File: config.mk
export PLATFORM = sky130hd
export DESIGN_NAME = apb_master_bridge
export DESIGN_NICKNAME = d
export VERILOG_FILES = /design/src/rtl/apb_master_bridge.sv
export SDC_FILE = /design/constraint.sdc
export NUM_CORES = 1
export LEC_CHECK = 0
export BUFFER_PORTS_ARGS = -buffer_cell sky130_fd_sc_hd__buf_4
export CAP_MARGIN = 25
export CELL_PAD_IN_SITES_DETAIL_PLACEMENT = 0
export CELL_PAD_IN_SITES_GLOBAL_PLACEMENT = 2
export CORE_UTILIZATION = 32
export CTS_BUF_LIST = sky130_fd_sc_hd__clkbuf_8
export DETAILED_ROUTE_END_ITERATION = 10
export PLACE_DENSITY_LB_ADDON = 0.1
export SYNTH_ARGS = -nofsm -noshare
export SYNTH_HDL_FRONTEND = slang
export SYNTH_SLANG_ARGS = --single-unit
export TNS_END_PERCENT = 20
File: constraint.sdc
create_clock -name pclk -period 3.6 [get_ports pclk]
set_clock_uncertainty 0.2 [all_clocks]
set_input_delay 0.54 -clock pclk [delete_from_list [all_inputs] [get_ports pclk]]
set_output_delay 0.54 -clock pclk [all_outputs]
set_load 0.02 [all_outputs]
File: src/rtl/apb_master_bridge.sv
// apb_master_bridge: single-outstanding APB4 requester driven by a valid/ready command/response pair.
// Every output is registered; next-state values are derived from the FSM's next state.
module apb_master_bridge #(
    parameter int DATA_WIDTH     = 32,
    parameter int ADDR_WIDTH     = 32,
    parameter int TIMEOUT_CYCLES = 16
) (
    input  logic                    pclk,
    input  logic                    presetn,
    input  logic                    cmd_valid,
    output logic                    cmd_ready,
    input  logic                    cmd_write,
    input  logic [ADDR_WIDTH-1:0]   cmd_addr,
    input  logic [DATA_WIDTH-1:0]   cmd_wdata,
    input  logic [DATA_WIDTH/8-1:0] cmd_strb,
    input  logic [2:0]              cmd_prot,
    output logic                    rsp_valid,
    input  logic                    rsp_ready,
    output logic [DATA_WIDTH-1:0]   rsp_rdata,
    output logic                    rsp_err,
    output logic [ADDR_WIDTH-1:0]   paddr,
    output logic [2:0]              pprot,
    output logic                    psel,
    output logic                    penable,
    output logic                    pwrite,
    output logic [DATA_WIDTH-1:0]   pwdata,
    output logic [DATA_WIDTH/8-1:0] pstrb,
    input  logic                    pready,
    input  logic [DATA_WIDTH-1:0]   prdata,
    input  logic                    pslverr
);
    localparam int SW = DATA_WIDTH / 8;
    localparam int CW = TIMEOUT_CYCLES > 1 ? $clog2(TIMEOUT_CYCLES + 1) : 1;

    typedef enum logic [1:0] {IDLE, SETUP, ACCESS, RESP} state_e;

    state_e                state_q, state_d;
    logic                  cmd_ready_q, cmd_ready_d;
    logic                  psel_q, psel_d, penable_q, penable_d, pwrite_q, pwrite_d;
    logic                  rsp_valid_q, rsp_valid_d, rsp_err_q, rsp_err_d;
    logic [ADDR_WIDTH-1:0] paddr_q, paddr_d;
    logic [DATA_WIDTH-1:0] pwdata_q, pwdata_d, rsp_rdata_q, rsp_rdata_d;
    logic [SW-1:0]         pstrb_q, pstrb_d;
    logic [2:0]            pprot_q, pprot_d;
    logic [CW-1:0]         cnt_q, cnt_d;
    logic                  accept, misaligned, timeout, done, to_resp;

    assign accept     = state_q == IDLE && cmd_valid && cmd_ready_q;
    assign misaligned = (cmd_addr & ADDR_WIDTH'(SW - 1)) != '0;
    // the cycle that would expire the timeout still completes if pready is high
    assign timeout    = TIMEOUT_CYCLES > 0 && !pready && int'(cnt_q) == TIMEOUT_CYCLES - 1;
    assign done       = state_q == ACCESS && pready;
    assign to_resp    = state_d == RESP && state_q != RESP;

    always_ff @(posedge pclk or negedge presetn) begin
        if (!presetn) begin
            state_q     <= IDLE;
            cmd_ready_q <= 1'b0;
            psel_q      <= 1'b0;
            penable_q   <= 1'b0;
            pwrite_q    <= 1'b0;
            rsp_valid_q <= 1'b0;
            rsp_err_q   <= 1'b0;
            paddr_q     <= '0;
            pwdata_q    <= '0;
            rsp_rdata_q <= '0;
            pstrb_q     <= '0;
            pprot_q     <= '0;
            cnt_q       <= '0;
        end else begin
            state_q     <= state_d;
            cmd_ready_q <= cmd_ready_d;
            psel_q      <= psel_d;
            penable_q   <= penable_d;
            pwrite_q    <= pwrite_d;
            rsp_valid_q <= rsp_valid_d;
            rsp_err_q   <= rsp_err_d;
            paddr_q     <= paddr_d;
            pwdata_q    <= pwdata_d;
            rsp_rdata_q <= rsp_rdata_d;
            pstrb_q     <= pstrb_d;
            pprot_q     <= pprot_d;
            cnt_q       <= cnt_d;
        end
    end

    always_comb begin
        state_d = state_q;
        unique case (state_q)
            IDLE:    if (accept) state_d = misaligned ? RESP : SETUP;
            SETUP:   state_d = ACCESS;
            ACCESS:  if (pready || timeout) state_d = RESP;
            RESP:    if (rsp_ready) state_d = IDLE;
        endcase
    end

    always_comb begin
        cmd_ready_d = state_d == IDLE;
        psel_d      = state_d == SETUP || state_d == ACCESS;
        penable_d   = state_d == ACCESS;
        rsp_valid_d = state_d == RESP;
        paddr_d     = state_d == SETUP ? cmd_addr  : paddr_q;
        pwdata_d    = state_d == SETUP ? cmd_wdata : pwdata_q;
        pwrite_d    = state_d == SETUP ? cmd_write : pwrite_q;
        pprot_d     = state_d == SETUP ? cmd_prot  : pprot_q;
        pstrb_d     = state_d == SETUP ? (cmd_write ? cmd_strb : '0) :
                      state_d == ACCESS ? pstrb_q : '0;
        rsp_err_d   = done ? pslverr : to_resp ? 1'b1 : rsp_err_q;
        rsp_rdata_d = done ? (!pwrite_q && !pslverr ? prdata : '0) : to_resp ? '0 : rsp_rdata_q;
        cnt_d       = state_q == ACCESS && !pready ? cnt_q + 1'b1 : '0;
    end

    assign cmd_ready = cmd_ready_q;
    assign psel      = psel_q;
    assign penable   = penable_q;
    assign pwrite    = pwrite_q;
    assign paddr     = paddr_q;
    assign pwdata    = pwdata_q;
    assign pstrb     = pstrb_q;
    assign pprot     = pprot_q;
    assign rsp_valid = rsp_valid_q;
    assign rsp_err   = rsp_err_q;
    assign rsp_rdata = rsp_rdata_q;
endmodule

==> flow_metrics.py <==
metrics = {
    "global_routing": {
        "grt_pass1_vias": 3329,
        "grt_pass1_wl_um": 17600,
        "track_usage_pct": 16.4,
        "grt_antenna_before_repair": 0,
        "overflow": 0,
        "grt_max_degree": 65,
    },
    "timing": {
        "fin_hold_ws_ns": 0.134,
        "slew_viol_final": 0,
        "max-slew-margin-rel_pct": 53.5,
        "setup_violations": 0,
        "fmax_mhz": 375,
        "layout_min_cycle_time_ns": 2.67,
        "rsz0062_at_grt": "false",
        "finalCritPeriodShare_pct": 74.2,
        "hold_viol": 0,
        "fin_setup_tns_ns": 0,
        "worst-slew-pin-transition_ns": 0.698,
    },
    "yosys": {
        "syn_area_per_cell_um2": 15.9,
        "synth_nets": 395,
        "synthMuxAreaShare_pct": 17.3,
        "synth_seq_area_share_pct": 65.6,
        "yosys.area_share.simple_pct": 3.45,
        "synth_area_um2": 4430,
        "synth_compound_area_share_pct": 8.79,
        "synth_xor_area_share_pct": 0.396,
        "synth_top_family_by_area": "multiplexers",
        "yosysWarningCount": 0,
        "yosysUniqueCellTypes": 28,
        "synth_adder_area_share_pct": 1.98,
        "synth-seq-cells": 116,
        "synthCells": 278,
    },
    "floorplanning": {
        "start_util_pct": 33.2,
        "core_area_um2": 13300,
        "die_w_um": 120,
        "die_h_um": 120,
        "io_pins": 219,
        "rows": 42,
        "die_area_um2": 14300,
    },
    "pwr": {
        "powerDensity_nw_per_um2": 956,
        "p_leak_nw": 3.27,
        "vdd_drop_max_uv": 413,
    },
    "layout": {
        "drive_above_1_share_pct": 66.7,
        "fin_nets": 624,
        "syn_to_final_growth_pct": 50.3,
        "final_cell_mix": "buf_4 (222), dfrtp_1 (116), mux2_2 (68), a22o_2 (21), clkbuf_8 (20)",
        "layout_commonest_cell": "buf_4",
        "antenna_cells": 0,
    },
    "job": {
        "maxCapViolations": 0,
    },
    "clock_network": {
        "clk_path_buf_depth": 2,
        "cts-root-buf": "clkbuf_8",
        "htree_levels": 4,
        "tritoncts": "yes",
        "clk_pin_slew_worst_paths_ns": 0.07,
        "cts_buffers": 17,
        "cts.sinks": 116,
        "clk_latency_ns": 0.42,
    },
    "min_path": {
        "hp-class": "input port to register",
    },
    "routing": {
        "routedWlPerCell_um": 15.9,
        "dr.first_iter.drc_count": 157,
        "ant_nets": 0,
        "route.detailed.drc": 0,
        "routed_via_density": 4.55,
        "via_count": 3165,
        "wl_um": 11100,
        "first_pass_iters": 4,
    },
    "critical_path": {
        "critPathMaxStageDelay_ns": 0.39,
        "crit_top_cell": "ha_1",
        "crit_fanout": 32,
        "worstPathCellList": "ha_1 > and3_1 > ha_1 > nor3_1 > o32ai_1 > ha_1 > o21ai_4 > buf_4 > a22o_2",
        "worstPathRequired_ns": 3.76,
        "cp_slowest_cell": "dfrtp_1",
        "startpoint_type": "register",
        "end_kind": "register",
        "critPathArrivalTime_ns": 2.83,
        "criticalPathCategory": "register to register",
    },
    "placement": {
        "gp_congestion": 0.700,
        "dp_hpwl_um": 7770,
        "port_buffers": 218,
    },
    "status": {
        "status": "finished clean",
    },
}
[sequential cells by signal, summed over array words and instances, names as in the netlist]
| signal | cells |
|---|---|
| psel | 1 |
| rsp_rdata | 32 |
| paddr | 32 |
| pwdata | 32 |
| state_q | 2 |
| cmd_ready | 1 |
| pprot | 3 |
| penable | 1 |
| cnt_q | 5 |
| pstrb | 4 |
| pwrite | 1 |
| rsp_err | 1 |
| rsp_valid | 1 |
[logic make-up (layout without fill, tap and decap cells)]
group / count (synthesis) / in the layout
DFF: 116 / 116
muxes: 68 / 68
AOI/OAI and AO/OA: 43 / 43
and+or+nand+nor: 27 / 27
buffers and inverters: 15 / 257
adders and majority gates: 7 / 7
xor gates and xnor gates: 2 / 2
[synth_stat cells]
cell	count	share of area, %
ha_1	7	2.0
a22o_2	21	4.7
dfrtp_1	116	66
nor3_1	5	0.57
or2_2	1	0.14
buf_6	6	1.5
o21a_1	1	0.17
clkbuf_1	1	0.085
and3_1	1	0.14
nor3b_1	1	0.17
buf_2	7	0.79
nand3_1	5	0.57
nor3_4	1	0.37
xnor2_1	1	0.20
o21ai_4	1	0.37
mux2_2	68	17
inv_1	1	0.085
nand2_1	8	0.68
nor2_1	2	0.17
xor2_1	1	0.20
nand2b_4	1	0.31
a22o_1	11	2.2
a31oi_1	1	0.14
and2_4	1	0.20
o21ai_0	5	0.57
o32a_1	1	0.23
o32ai_1	2	0.40
nand2b_1	1	0.14
[critical path, delay by kind of cell, from the launching register on]
family / cells / cell delay (ns)
adders and majority gates: 3 / 0.68
AOI/OAI and AO/OA: 3 / 0.57
and+or+nand+nor: 2 / 0.41
DFF: 1 / 0.39
buffers and inverters: 1 / 0.34
[cell type report]
class | instances | area (um^2)
Timing Repair Buffer | 224 | 1700
Tap cell | 176 | 220
Inverter | 1 | 3.75
Clock buffer | 20 | 275
Sequential cell | 116 | 2900
Fill cell | 1238 | 6700
Clock inverter | 12 | 138
Multi-Input combinational cell | 147 | 1420
[metrics by stage]
step	power [mW]	cell area (um^2)	std cells	utilization, %	setup slack (ns)
final	6.36	6650	696	49.8	0.930
after global placement	5.14	6230	663	46.7	0.918
after CTS	6.47	6650	696	49.8	0.924
after detailed placement	5.19	6230	663	46.7	0.890
after floorplan	3.96	4430	278	-	1.18
after global routing	6.76	6650	696	49.8	0.735
[power by group]
part / switching (mW) / total (mW) / internal, mW
clock network: 0.509 / 1.24 / 0.728
logic: 1.49 / 2.93 / 1.43
registers: 0.313 / 2.19 / 1.88
[layer usage]
metal	global-route usage, %	share of wire (%)	vias to the layer above
li1	-	-	1473
met1	19.6	40	1534
met2	24.6	48	141
met3	7.79	10	17
met4	8.28	2.0	0
met5	0	0	-
[path summary, 6_finish.rpt]
| kind | start | end | slack, ns | depth (start not counted) |
|---|---|---|---|---|
| max in group asynchronous | presetn | rsp_rdata[28] | 1.89 | 3 |
| worst max-delay path | cnt_q[0] | rsp_rdata[29] | 0.93 | 9 |
| min in group asynchronous | presetn | rsp_rdata[13] | 0.50 | 2 |
| worst min register to register | cnt_q[0] | cnt_q[0] | 0.27 | 1 |
| worst min-delay path | prdata[4] | rsp_rdata[4] | 0.13 | 2 |
| worst max register to register | cnt_q[0] | rsp_rdata[29] | 0.93 | 9 |
[what timing repair did]
| item | CTS | global route |
|---|---|---|
| gates resized for setup | 0 | 0 |
| hold buffers | 1 | 0 |
| endpoints found under the hold margin | 52 | 0 |
| buffers inserted | 0 | 0 |
No activity file was read; power rests on OpenSTA's default activity.
